<file path="config.mk">
export PLATFORM = sky130hd
export DESIGN_NAME = multicycle_control_flat
export DESIGN_NICKNAME = d
export VERILOG_FILES = /design/src/rtl/mips_ctrl_pkg.sv /design/src/rtl/multicycle_control_if.sv /design/src/rtl/multicycle_control.sv /design/src/flat_wrapper.sv
export SDC_FILE = /design/constraint.sdc
export NUM_CORES = 1
export LEC_CHECK = 0
export CAP_MARGIN = 5
export CORE_MARGIN = 2
export CORE_UTILIZATION = 47
export DETAILED_ROUTE_END_ITERATION = 10
export PLACE_DENSITY = 0.84
export RECOVER_POWER = 50
export REMOVE_ABC_BUFFERS = 1
export SLEW_MARGIN = 20
export SYNTH_ARGS = -nofsm -noshare
export SYNTH_HDL_FRONTEND = slang
export SYNTH_SLANG_ARGS = --single-unit
export TNS_END_PERCENT = 20
</file>
<file path="constraint.sdc">
create_clock -name clk -period 2.25 [get_ports clk]
set_input_delay 0.45 -clock clk [delete_from_list [all_inputs] [get_ports clk]]
set_output_delay 0.45 -clock clk [all_outputs]
set_load 0.02 [all_outputs]
</file>
<file path="src/rtl/mips_ctrl_pkg.sv">
// Shared encodings for the multi-cycle MIPS control unit: states, opcodes, datapath mux codes.
// Also holds the packed control-word struct the FSM decodes each cycle.
package mips_ctrl_pkg;

    typedef enum logic [3:0] {
        S_FETCH     = 4'd0,
        S_DECODE    = 4'd1,
        S_MEM_ADDR  = 4'd2,
        S_MEM_READ  = 4'd3,
        S_MEM_WB    = 4'd4,
        S_MEM_WRITE = 4'd5,
        S_R_EXEC    = 4'd6,
        S_R_WB      = 4'd7,
        S_BRANCH    = 4'd8,
        S_JUMP      = 4'd9,
        S_I_EXEC    = 4'd10,
        S_I_WB      = 4'd11
    } state_t;

    localparam logic [5:0] OP_RTYPE = 6'h00;
    localparam logic [5:0] OP_LW    = 6'h23;
    localparam logic [5:0] OP_SW    = 6'h2B;
    localparam logic [5:0] OP_BEQ   = 6'h04;
    localparam logic [5:0] OP_BNE   = 6'h05;
    localparam logic [5:0] OP_J     = 6'h02;
    localparam logic [5:0] OP_ADDI  = 6'h08;
    localparam logic [5:0] OP_SLTI  = 6'h0A;
    localparam logic [5:0] OP_ANDI  = 6'h0C;
    localparam logic [5:0] OP_ORI   = 6'h0D;

    localparam logic [1:0] ALUOP_ADD   = 2'b00;
    localparam logic [1:0] ALUOP_SUB   = 2'b01;
    localparam logic [1:0] ALUOP_FUNCT = 2'b10;
    localparam logic [1:0] ALUOP_IMM   = 2'b11;

    localparam logic [1:0] SRCB_B      = 2'b00;
    localparam logic [1:0] SRCB_4      = 2'b01;
    localparam logic [1:0] SRCB_IMM    = 2'b10;
    localparam logic [1:0] SRCB_IMMSH  = 2'b11;

    localparam logic [1:0] PCSRC_ALU    = 2'b00;
    localparam logic [1:0] PCSRC_ALUOUT = 2'b01;
    localparam logic [1:0] PCSRC_JUMP   = 2'b10;

    typedef struct packed {
        logic       pc_write;
        logic       pc_write_eq;
        logic       pc_write_ne;
        logic       iord;
        logic       mem_read;
        logic       mem_write;
        logic       ir_write;
        logic       mem_to_reg;
        logic       reg_dst;
        logic       reg_write;
        logic       alu_src_a;
        logic [1:0] alu_src_b;
        logic [1:0] alu_op;
        logic [1:0] pc_source;
        logic       illegal_op;
        logic       mem_fault;
    } ctl_t;

    function automatic logic is_imm_op(input logic [5:0] op);
        return (op == OP_ADDI) || (op == OP_SLTI) || (op == OP_ANDI) || (op == OP_ORI);
    endfunction

endpackage

</file>
<file path="src/rtl/multicycle_control_if.sv">
// Control-unit <-> datapath bundle: opcode and memory handshake in, all enables and status out.
// master = control unit, slave = datapath/memory side.
interface multicycle_control_if;
    logic [5:0] opcode;
    logic       mem_ready;
    logic       PCWrite;
    logic       PCWriteCondEq;
    logic       PCWriteCondNe;
    logic       IorD;
    logic       MemRead;
    logic       MemWrite;
    logic       IRWrite;
    logic       MemtoReg;
    logic       RegDst;
    logic       RegWrite;
    logic       ALUSrcA;
    logic [1:0] ALUSrcB;
    logic [1:0] ALUOp;
    logic [1:0] PCSource;
    logic       illegal_op;
    logic       mem_fault;
    logic [3:0] state;

    modport master (
        input  opcode, mem_ready,
        output PCWrite, PCWriteCondEq, PCWriteCondNe, IorD, MemRead, MemWrite, IRWrite,
               MemtoReg, RegDst, RegWrite, ALUSrcA, ALUSrcB, ALUOp, PCSource,
               illegal_op, mem_fault, state
    );

    modport slave (
        output opcode, mem_ready,
        input  PCWrite, PCWriteCondEq, PCWriteCondNe, IorD, MemRead, MemWrite, IRWrite,
               MemtoReg, RegDst, RegWrite, ALUSrcA, ALUSrcB, ALUOp, PCSource,
               illegal_op, mem_fault, state
    );
endinterface

</file>
<file path="src/rtl/multicycle_control.sv">
// Moore control FSM for the shared-datapath MIPS: 3-5 cycles per instruction plus memory waits.
// Memory stalls hold FETCH/MEM_READ/MEM_WRITE until mem_ready; a bounded wait aborts to a refetch.
module multicycle_control
    import mips_ctrl_pkg::*;
#(
    parameter bit ENABLE_BNE = 1'b1,
    parameter bit ENABLE_IMM = 1'b1,
    parameter int MAX_WAIT   = 15
) (
    input  logic                clk,
    input  logic                reset,
    multicycle_control_if.master bus
);

    localparam int              CNT_W      = (MAX_WAIT > 0) ? $clog2(MAX_WAIT + 1) : 1;
    localparam logic [CNT_W-1:0] MAX_CNT   = CNT_W'(MAX_WAIT);
    localparam bit              TIMEOUT_EN = (MAX_WAIT > 0);

    state_t           state_q;
    state_t           state_d;
    logic [CNT_W-1:0] wait_cnt;
    logic [CNT_W-1:0] cnt_d;
    logic             is_wait;
    logic             timeout;
    ctl_t             ctl;

    assign is_wait = (state_q == S_FETCH) || (state_q == S_MEM_READ) || (state_q == S_MEM_WRITE);
    assign timeout = TIMEOUT_EN && is_wait && !bus.mem_ready && (wait_cnt == MAX_CNT);
    // Every non-wait state leaves after one cycle, so only a stalled wait state keeps counting.
    assign cnt_d   = (is_wait && !bus.mem_ready && !timeout) ? wait_cnt + 1'b1 : '0;

    always_comb begin
        ctl     = '0;
        state_d = state_q;
        case (state_q)
            S_FETCH: begin
                ctl.mem_read  = 1'b1;
                ctl.alu_src_b = SRCB_4;
                ctl.alu_op    = ALUOP_ADD;
                ctl.pc_source = PCSRC_ALU;
                ctl.ir_write  = bus.mem_ready;
                ctl.pc_write  = bus.mem_ready;
                if (bus.mem_ready) state_d = S_DECODE;
            end
            S_DECODE: begin
                ctl.alu_src_b = SRCB_IMMSH;
                ctl.alu_op    = ALUOP_ADD;
                if (bus.opcode == OP_RTYPE)
                    state_d = S_R_EXEC;
                else if (bus.opcode == OP_LW || bus.opcode == OP_SW)
                    state_d = S_MEM_ADDR;
                else if (bus.opcode == OP_BEQ || (ENABLE_BNE && bus.opcode == OP_BNE))
                    state_d = S_BRANCH;
                else if (bus.opcode == OP_J)
                    state_d = S_JUMP;
                else if (ENABLE_IMM && is_imm_op(bus.opcode))
                    state_d = S_I_EXEC;
                else begin
                    ctl.illegal_op = 1'b1;
                    state_d        = S_FETCH;
                end
            end
            S_MEM_ADDR: begin
                ctl.alu_src_a = 1'b1;
                ctl.alu_src_b = SRCB_IMM;
                ctl.alu_op    = ALUOP_ADD;
                state_d       = (bus.opcode == OP_LW) ? S_MEM_READ : S_MEM_WRITE;
            end
            S_MEM_READ: begin
                ctl.mem_read = 1'b1;
                ctl.iord     = 1'b1;
                if (bus.mem_ready) state_d = S_MEM_WB;
            end
            S_MEM_WB: begin
                ctl.mem_to_reg = 1'b1;
                ctl.reg_write  = 1'b1;
                state_d        = S_FETCH;
            end
            S_MEM_WRITE: begin
                ctl.mem_write = 1'b1;
                ctl.iord      = 1'b1;
                if (bus.mem_ready) state_d = S_FETCH;
            end
            S_R_EXEC: begin
                ctl.alu_src_a = 1'b1;
                ctl.alu_src_b = SRCB_B;
                ctl.alu_op    = ALUOP_FUNCT;
                state_d       = S_R_WB;
            end
            S_R_WB: begin
                ctl.reg_dst   = 1'b1;
                ctl.reg_write = 1'b1;
                state_d       = S_FETCH;
            end
            S_BRANCH: begin
                ctl.alu_src_a   = 1'b1;
                ctl.alu_src_b   = SRCB_B;
                ctl.alu_op      = ALUOP_SUB;
                ctl.pc_source   = PCSRC_ALUOUT;
                ctl.pc_write_eq = (bus.opcode == OP_BEQ);
                ctl.pc_write_ne = (bus.opcode == OP_BNE);
                state_d         = S_FETCH;
            end
            S_JUMP: begin
                ctl.pc_write  = 1'b1;
                ctl.pc_source = PCSRC_JUMP;
                state_d       = S_FETCH;
            end
            S_I_EXEC: begin
                ctl.alu_src_a = 1'b1;
                ctl.alu_src_b = SRCB_IMM;
                ctl.alu_op    = ALUOP_IMM;
                state_d       = S_I_WB;
            end
            S_I_WB: begin
                ctl.reg_write = 1'b1;
                state_d       = S_FETCH;
            end
            default: state_d = S_FETCH;
        endcase

        // Abandon the stalled access; PC is untouched so the instruction is refetched.
        if (timeout) begin
            ctl.mem_fault = 1'b1;
            ctl.ir_write  = 1'b0;
            ctl.pc_write  = 1'b0;
            state_d       = S_FETCH;
        end

        if (reset) ctl = '0;
    end

    always_ff @(posedge clk) begin
        if (reset) begin
            state_q  <= S_FETCH;
            wait_cnt <= '0;
        end else begin
            state_q  <= state_d;
            wait_cnt <= cnt_d;
        end
    end

    assign bus.PCWrite       = ctl.pc_write;
    assign bus.PCWriteCondEq = ctl.pc_write_eq;
    assign bus.PCWriteCondNe = ctl.pc_write_ne;
    assign bus.IorD          = ctl.iord;
    assign bus.MemRead       = ctl.mem_read;
    assign bus.MemWrite      = ctl.mem_write;
    assign bus.IRWrite       = ctl.ir_write;
    assign bus.MemtoReg      = ctl.mem_to_reg;
    assign bus.RegDst        = ctl.reg_dst;
    assign bus.RegWrite      = ctl.reg_write;
    assign bus.ALUSrcA       = ctl.alu_src_a;
    assign bus.ALUSrcB       = ctl.alu_src_b;
    assign bus.ALUOp         = ctl.alu_op;
    assign bus.PCSource      = ctl.pc_source;
    assign bus.illegal_op    = ctl.illegal_op;
    assign bus.mem_fault     = ctl.mem_fault;
    assign bus.state         = reset ? 4'd0 : 4'(state_q);

endmodule

</file>
<file path="src/flat_wrapper.sv">
// flat-port wrapper written by rule: the top's interface ports become plain ports
module multicycle_control_flat import mips_ctrl_pkg::*;
#(
    parameter bit ENABLE_BNE = 1'b1,
    parameter bit ENABLE_IMM = 1'b1,
    parameter int MAX_WAIT   = 15
)
  (clk, reset, bus_opcode, bus_mem_ready, bus_PCWrite, bus_PCWriteCondEq, bus_PCWriteCondNe, bus_IorD, bus_MemRead, bus_MemWrite, bus_IRWrite, bus_MemtoReg, bus_RegDst, bus_RegWrite, bus_ALUSrcA, bus_ALUSrcB, bus_ALUOp, bus_PCSource, bus_illegal_op, bus_mem_fault, bus_state);
  multicycle_control_if bus_i ();
  input  logic clk;
  input  logic reset;
  input wire logic [$bits(bus_i.opcode)-1:0] bus_opcode;
  input wire logic [$bits(bus_i.mem_ready)-1:0] bus_mem_ready;
  output wire logic [$bits(bus_i.PCWrite)-1:0] bus_PCWrite;
  output wire logic [$bits(bus_i.PCWriteCondEq)-1:0] bus_PCWriteCondEq;
  output wire logic [$bits(bus_i.PCWriteCondNe)-1:0] bus_PCWriteCondNe;
  output wire logic [$bits(bus_i.IorD)-1:0] bus_IorD;
  output wire logic [$bits(bus_i.MemRead)-1:0] bus_MemRead;
  output wire logic [$bits(bus_i.MemWrite)-1:0] bus_MemWrite;
  output wire logic [$bits(bus_i.IRWrite)-1:0] bus_IRWrite;
  output wire logic [$bits(bus_i.MemtoReg)-1:0] bus_MemtoReg;
  output wire logic [$bits(bus_i.RegDst)-1:0] bus_RegDst;
  output wire logic [$bits(bus_i.RegWrite)-1:0] bus_RegWrite;
  output wire logic [$bits(bus_i.ALUSrcA)-1:0] bus_ALUSrcA;
  output wire logic [$bits(bus_i.ALUSrcB)-1:0] bus_ALUSrcB;
  output wire logic [$bits(bus_i.ALUOp)-1:0] bus_ALUOp;
  output wire logic [$bits(bus_i.PCSource)-1:0] bus_PCSource;
  output wire logic [$bits(bus_i.illegal_op)-1:0] bus_illegal_op;
  output wire logic [$bits(bus_i.mem_fault)-1:0] bus_mem_fault;
  output wire logic [$bits(bus_i.state)-1:0] bus_state;
  assign bus_i.opcode = bus_opcode;
  assign bus_i.mem_ready = bus_mem_ready;
  assign bus_PCWrite = bus_i.PCWrite;
  assign bus_PCWriteCondEq = bus_i.PCWriteCondEq;
  assign bus_PCWriteCondNe = bus_i.PCWriteCondNe;
  assign bus_IorD = bus_i.IorD;
  assign bus_MemRead = bus_i.MemRead;
  assign bus_MemWrite = bus_i.MemWrite;
  assign bus_IRWrite = bus_i.IRWrite;
  assign bus_MemtoReg = bus_i.MemtoReg;
  assign bus_RegDst = bus_i.RegDst;
  assign bus_RegWrite = bus_i.RegWrite;
  assign bus_ALUSrcA = bus_i.ALUSrcA;
  assign bus_ALUSrcB = bus_i.ALUSrcB;
  assign bus_ALUOp = bus_i.ALUOp;
  assign bus_PCSource = bus_i.PCSource;
  assign bus_illegal_op = bus_i.illegal_op;
  assign bus_mem_fault = bus_i.mem_fault;
  assign bus_state = bus_i.state;
  multicycle_control #(.ENABLE_BNE(ENABLE_BNE), .ENABLE_IMM(ENABLE_IMM), .MAX_WAIT(MAX_WAIT)) u_core (.clk(clk), .reset(reset), .bus(bus_i));
endmodule
</file>
---- Yosys cells after proc, flatten, opt, wreduce, memory -nomap -nowiden ----
Cells that the tools add are included.
storage, ports and cells
  register bits after elaboration ......... 8
  input port bits ......................... 9
  output and inout port bits .............. 23
  word-level logic and storage cells ...... 82
operators by class
  add/subtract/negate cells ............... 1
  equal/unequal tests ..................... 24
  muxes and demuxes ....................... 33
  bitwise logic cells ..................... 1
  reduce and logical (&&, ||, !) cells .... 21
operators by type and width
  operator               count
  $mux W4                9
  $pmux W4 S7            1
  $eq A6 B4 Y1 const B   4
  $pmux W4 S6            1
  $eq A4 B4 Y1 const B   5
  $mux W19               1
  $mux W1                17
  $eq A4 B3 Y1 const B   4
  $eq A6 B3 Y1 const B   2
  $eq A6 B6 Y1 const B   2
  $eq A4 B2 Y1 const B   2
  $reduce_or A2 Y1       4
  $logic_or A1 B1 Y1     7
  $eq A6 B2 Y1 const B   1
  $logic_not A6 Y1       1
  $ne A2 B2 Y1 const B   3
  $add A4 B1 Y4 const B  1
  $eq A4 B1 Y1 const B   1
  $logic_not A4 Y1       1
  $pmux W2 S2            1
  $reduce_or A4 Y1       1
  $logic_and A1 B1 Y1    3
  $mux W3                1
  $reduce_and A3 Y1      1
  other kinds (5)        6

---- Longest topological paths before layout ----
Gate-level depths: netlist of run 1.
  depth after elaboration ................. 11
  mapped depth ............................ 5
  mapped depth without buffers ............ 4

---- Worst setup path after synthesis of run 1 ----
Ideal clock, no wire load.
  path type ............................... register to output
  from .................................... register u_core.state_q[2]
  to ...................................... output bus_ALUSrcA
  data arrival time ....................... 1784 ps
  required time ........................... 1800 ps
  path slack .............................. 16 ps
  cell stages (with the launch flop) ...... 4
  buffers on the path ..................... 2
  path through ............................ dfxtp_1 buf_6 clkbuf_1 a2111oi_0
between the ends
  word-level cells in the longest chain between the ends .. 4
  elaborated cells between the ends (all ways) .. 7
  classes of those cells .................. eq/ne: 4; mux: 2; reduce/logical: 1
RTL lines
  element                                RTL line                   RTL
  from (decl)                            multicycle_control.sv:19   state_t state_q;
  from (signal assigned)                 multicycle_control.sv:138  state_q <= state_d;
  $eq A4 B2 Y1 (tied with other cells)   multicycle_control.sv:35   case (state_q)
  $reduce_or A4 Y1 (no source line) (*)  -
  $mux W1 (*)                            multicycle_control.sv:35
  $mux W19 (*)                           multicycle_control.sv:130  if (reset) ctl = '0;
  to (decl)                              flat_wrapper.sv:24         output wire logic [$bits(bus_i.ALUSrcA)-1:0] bus_ALUSrcA;
Mark *: on every way between the ends. The rest lies on a longest branch, timed or not.

---- Final worst setup path of run 1 ----
  from .................................... input reset
  to ...................................... output bus_PCSource[0]
between the ends
  word-level cells in the longest chain between the ends .. 1
RTL lines
  element      RTL line                   RTL
  from (decl)  flat_wrapper.sv:11         input logic reset;
  $mux W19     multicycle_control.sv:130
  to (decl)    flat_wrapper.sv:27         output wire logic [$bits(bus_i.PCSource)-1:0] bus_PCSource;
Every way passes these cells.

==> impl_metrics.json, run 1 <==
{
  "syn_inst": 118,
  "synth_most_common_cell": "nor2_1",
  "insertedDiodeCount": 0,
  "worst_ep_arrival_time_ns": 1.87,
  "hold_violations": 0,
  "synth_top_flop_cell": "dfxtp_1",
  "wirelength_um": 2723,
  "yosysSeqAreaShare_pct": 18.29,
  "yosysUniqueCellTypes": 46,
  "finClkSkew_ns": 0.005399,
  "cts_buffers": 3,
  "cts-root-buf": "clkbuf_4",
  "clk_pin_slew_ns": 0.05,
  "die_area_um2": 2225,
  "dp_hpwl_um": 2134,
  "slew_headroom_pct": 41.71,
  "netlist.area_leader.share_pct": 18.29,
  "drive_above_1_share_pct": 26.29,
  "final_nets": 187,
  "syn_area_per_cell_um2": 7.422,
  "synth_common_cells": "18 x nor2_1, 8 x dfxtp_1, 7 x inv_1, 7 x nand2b_1, 7 x nor3_1",
  "drt_first_iter_violations": 47,
  "yosys.area.top_type": "dfxtp_1",
  "syn_area_um2": 875.8,
  "crit_path_max_incr_delay_ns": 0.58,
  "nFillCells": 143,
  "synth_area_leaders": "dfxtp_1 18%, nor2_1 7.7%, buf_6 5.1%",
  "dr.pass1.iters": 4,
  "clock_latency_ns": 0.26,
  "viasPerCell": 5.670,
  "ir_worst_vdd_uv": 222.0,
  "antenna_found_initial": 0,
  "endpoint_kind": "output port",
  "overflow": 0,
  "port_buffers": 31,
  "ys_ff_latch": 8,
  "min_period_ns": 2.322,
  "worstSetupStartpointType": "primary input",
  "place_ws_ns": -0.5122,
  "yosysWarnings": 0,
  "dr_total_vias": 1134,
  "final_antenna_net_count": 0,
  "worst_slew_pin_slew_ns": 0.8631,
  "grt_max_degree": 11,
  "cts_buffer_depth": 2,
  "finalCritPeriodShare_pct": 103.2,
  "status": "finished, violations left",
  "failed_checks": "negative setup slack",
  "track_usage_pct": 26.93,
  "cts_setup_buffers": 0,
  "crit_required_ns": 1.80,
  "hp-class": "flop to flop",
  "setup_ws_ns": -0.07174,
  "rsz0062_at_grt": "yes",
  "post_drt_wl_per_cell_um": 13.62,
  "finalPower_uw": 398.1,
  "fp-row-count": 15,
  "io_pins": 32,
  "cts_sinks": 8,
  "async_reset_ff_share_pct": 0,
  "cts_tree": "done",
  "grt_pass1_wl_um": 4312,
  "start_util_pct": 50.18,
  "syn2layout_area_growth_pct": 52.14,
  "ctsHtreeMaxLevel": 1,
  "max_clock_freq_mhz": 430.7,
  "drc_errors": 0,
  "cp_slowest_cell": "clkdlybuf4s50_1",
  "gp_congestion": 0.8103,
  "p_leak_uw": 0.0006091,
  "die_h_um": 47.17,
  "final_max_slew_viol_count": 0,
  "worst-path-max-fanout": 7,
  "path_cells": "dlygate4sd2_1, nor4_2, buf_4, clkdlybuf4s50_1",
  "first_global_vias": 1008,
  "setup_viol": 1,
  "die-width_um": 47.17,
  "drv_cap": 0,
  "synth_edf_count": 0,
  "core_area_um2": 1745,
  "timing_worst_setup_path_type": "primary input to output port",
  "power_density_nw_per_um2": 298.8
}
critical path, delay by kind of cell:
kind          cells  cell delay (ns)
buf+inv           3             1.07
simple gates      1             0.35
timing repair:
action / 4_1_cts / 5_1_grt
setup endpoints to repair: 23 / 9
resized for setup: 22 / 13
hold endpoints to repair: 0 / 0
pin swaps: 1 / 0
hold buffers: 0 / 0
final cells by class:
cell class              count  area [um^2]  share of cell area, %
inverters                   7        26.28                  1.972
repair buffers             63        494.2                  37.09
flip-flops and latches      8        162.7                  12.21
well taps                  25        31.28                  2.347
clock buffers               3        22.52                  1.690
multi-input cells          94        595.6                  44.69
flip-flops by register name, indices dropped and copies added, names as in the netlist:
register,cells
u_core.wait_cnt,4
u_core.state_q,4
final timing paths:
path	end	slack [ns]	cells after the start	from
setup / recovery	bus_PCSource[0]	-0.07	4	reset
hold / removal	u_core.wait_cnt[0]	0.49	1	u_core.wait_cnt[0]
setup reg to reg	u_core.state_q[3]	0.13	5	u_core.state_q[1]
hold reg to reg	u_core.wait_cnt[0]	0.49	1	u_core.wait_cnt[0]
per-layer routing:
metal / track usage [%] / part of all wire [%] / vias up
li1: - / - / 546
met1: 31.14 / 40 / 540
met2: 50.68 / 53 / 41
met3: 5.385 / 5.1 / 7
met4: 5.556 / 1.6 / 0
met5: 0 / 0 / -
cells in the final DEF, fill, tap and decap left out, types with 3 or more instances in the layout:
| cell | Yosys | final |
|---|---|---|
| nor2b_1 | 3 | 3 |
| nor4_1 | 4 | 3 |
| and3_1 | 3 | 3 |
| clkbuf_1 | 2 | 4 |
| buf_4 | 0 | 30 |
| clkdlybuf4s50_1 | 0 | 11 |
| nand2_1 | 4 | 4 |
| o21ai_0 | 4 | 5 |
| dfxtp_1 | 8 | 6 |
| nand3_1 | 5 | 5 |
| clkbuf_2 | 0 | 4 |
| nand4_1 | 3 | 3 |
| nor3_1 | 7 | 7 |
| nand2b_1 | 7 | 7 |
| inv_1 | 7 | 7 |
| clkbuf_4 | 1 | 3 |
| dlygate4sd2_1 | 0 | 11 |
| nor2_1 | 18 | 18 |
through the flow:
step | TNS (ns) | util, % | instances | area (um^2) | hold WS [ns]
6_report | -0.07174 | 76.34 | 200 | 1333 | 0.4882
5_1_grt | -0.2647 | 76.34 | 200 | 1333 | 0.4990
4_1_cts | -0.06386 | 80.07 | 200 | 1398 | 0.4802
3_5_place_dp | -6.716 | 79.50 | 197 | 1388 | 0.4625
3_3_place_gp | -5.357 | 79.50 | 197 | 1388 | 0.4324
2_1_floorplan | -0.1271 | - | 109 | 805.8 | 0.4179
report_power, final:
part | switching, uW | total (uW) | leakage (uW) | internal (uW)
sequential | 5.36 | 151 | 0.0000658 | 146
combinational | 68.2 | 133 | 0.000529 | 65.2
clock | 52.4 | 114 | 0.0000138 | 61.3
total | 126 | 398 | 0.000609 | 272
logic make-up after synthesis:
| group | share of synthesized area [%] |
|---|---|
| buffers and inverters | 11.00 |
| AO/OA/AOI/OAI | 21.43 |
| adder cells (fa/ha/maj) | 1.428 |
| flip-flops | 18.29 |
| XOR/XNOR | 4.858 |
| AND/OR/NAND/NOR | 43.00 |
Power figures use the tool's default switching activity.
==> run 2: changes to the inputs <==
--- a/config.mk
+++ b/config.mk
@@ -8,3 +8,3 @@
 export CAP_MARGIN = 5
-export CORE_MARGIN = 2
+export CORE_MARGIN = 1
 export CORE_UTILIZATION = 47
==> constraint.sdc (replaced) <==
create_clock -name clk -period 2.25 [get_ports clk]
set_input_delay 0.225 -clock clk [delete_from_list [all_inputs] [get_ports clk]]
set_output_delay 0.225 -clock clk [all_outputs]
set_load 0.02 [all_outputs]
==> impl_metrics.json, run 2 (synthesis results as in run 1) <==
{
  "status": "finished clean",
  "post_drt_wl_per_cell_um": 13.25,
  "final_common_cell": "clkdlybuf4s50_1",
  "setup_viol": 0,
  "finClkSkew_ns": 0.004632,
  "dp_hpwl_um": 1971,
  "worst_slew_pin_slew_ns": 0.9521,
  "grt_max_degree": 11,
  "ctsHtreeMaxLevel": 1,
  "placed_cell_area_um2": 1275,
  "slew_headroom_pct": 35.70,
  "worst-path-max-fanout": 8,
  "min_period_ns": 2.169,
  "fp-row-count": 15,
  "final_max_slew_viol_count": 0,
  "final_cell_mix": "22 x clkdlybuf4s50_1, 17 x nor2_1, 17 x buf_4",
  "grt_pass1_wl_um": 3905,
  "die_h_um": 45.17,
  "finalPower_uw": 384.6,
  "final_area_um2": 1272,
  "finalCritPeriodShare_pct": 96.42,
  "timing_worst_setup_path_type": "primary input to output port",
  "dr.pass1.iters": 4,
  "worst_r2r_path_depth": 5,
  "power_density_nw_per_um2": 302.2,
  "die-width_um": 45.17,
  "ir_worst_vdd_uv": 210.3,
  "met3_length_um": 118,
  "wl_met2_um": 1320,
  "crit_required_ns": 2.03,
  "top_regs": "u_core.state_q x4, u_core.wait_cnt x4",
  "setup_ws_ns": 0.08060,
  "antenna_found_initial": 0,
  "port_buffers": 31,
  "core_area_um2": 1745,
  "hp-class": "flop to flop",
  "cts_tree": "done",
  "hold-path-cell-count": 1,
  "track_usage_pct": 25.70,
  "viasPerCell": 5.524,
  "start_util_pct": 50.18,
  "worstSetupStartpointType": "primary input",
  "wl_met1_um": 999,
  "hold_violations": 0,
  "dr_total_vias": 1022,
  "max_clock_freq_mhz": 461.0,
  "tns_ns": 0,
  "rsz0062_at_grt": "no",
  "nFillCells": 142,
  "clk_pin_slew_ns": 0.06,
  "drv_cap": 0,
  "drc_errors": 0,
  "die_area_um2": 2040,
  "gp_congestion": 0.8258,
  "p_leak_uw": 0.0005305,
  "insertedDiodeCount": 0,
  "cts_buffer_depth": 2,
  "first_global_vias": 910,
  "io_pins": 32,
  "worst_ep_arrival_time_ns": 1.94,
  "final_antenna_net_count": 0,
  "cts-root-buf": "clkbuf_4",
  "wirelength_um": 2451,
  "cts_setup_buffers": 0,
  "drive_above_1_share_pct": 18.75,
  "maxUsedRoutingLayer": "met4",
  "overflow": 0,
  "syn2layout_area_growth_pct": 45.29,
  "drt_first_iter_violations": 26,
  "place_ws_ns": 0.01200,
  "cts_buffers": 3,
  "final_nets": 172,
  "clock_latency_ns": 0.26,
  "endpoint_kind": "output port",
  "cts_sinks": 8
}
run 2: routing by layer:
| metal | track usage (%) | up-vias |
|---|---|---|
| met3 | 2.000 | 3 |
| met4 | 6.061 | 0 |
| met5 | 0 | - |
| li1 | - | 514 |
| met1 | 31.87 | 463 |
| met2 | 47.54 | 42 |
run 2: stage by stage:
step	hold WS [ns]	util (%)	std cells
6_report	0.4511	72.90	185
5_1_grt	0.4638	72.90	185
4_1_cts	0.4491	74.34	185
3_5_place_dp	0.4374	73.05	182
3_3_place_gp	0.4306	73.05	182
2_1_floorplan	0.4066	-	109
run 2: final timing paths:
kind,start,endpoint,slack [ns]
min reg2reg,u_core.wait_cnt[0],u_core.wait_cnt[0],0.45
max,reset,bus_MemtoReg,0.08
max reg2reg,u_core.state_q[2],u_core.state_q[3],0.23
min,u_core.wait_cnt[0],u_core.wait_cnt[0],0.45
run 2: layout make-up:
type | count | area, um^2 | share of cell area, %
multi-input cells | 94 | 599.3 | 47.10
repair buffers | 48 | 429.2 | 33.73
flip-flops and latches | 8 | 163.9 | 12.88
well taps | 25 | 31.28 | 2.458
inverters | 7 | 26.28 | 2.065
clock buffers | 3 | 22.52 | 1.770
run 2: what timing repair did:
action	CTS	global route
hold buffers	0	0
setup endpoints to repair	4	10
gates resized for setup	2	7
run 2: critical path: stages:
cell             delay (ns)
clkdlybuf4s50_1        0.48
buf_4                  0.20
nor3_1                 0.16
nor3b_1                0.23
clkdlybuf4s50_1        0.64
run 2: power by group:
group          leakage [uW]  switching, uW  internal, uW
Clock             0.0000138           50.0          61.1
Sequential        0.0000663           4.91           146
Combinational      0.000450           62.7          60.1
==> run 3: changes to the inputs <==
- CTS_CLUSTER_SIZE: unset -> 25
==> results of run 3 <==
The final DEF is identical to that of run 2; final timing and power are the same.
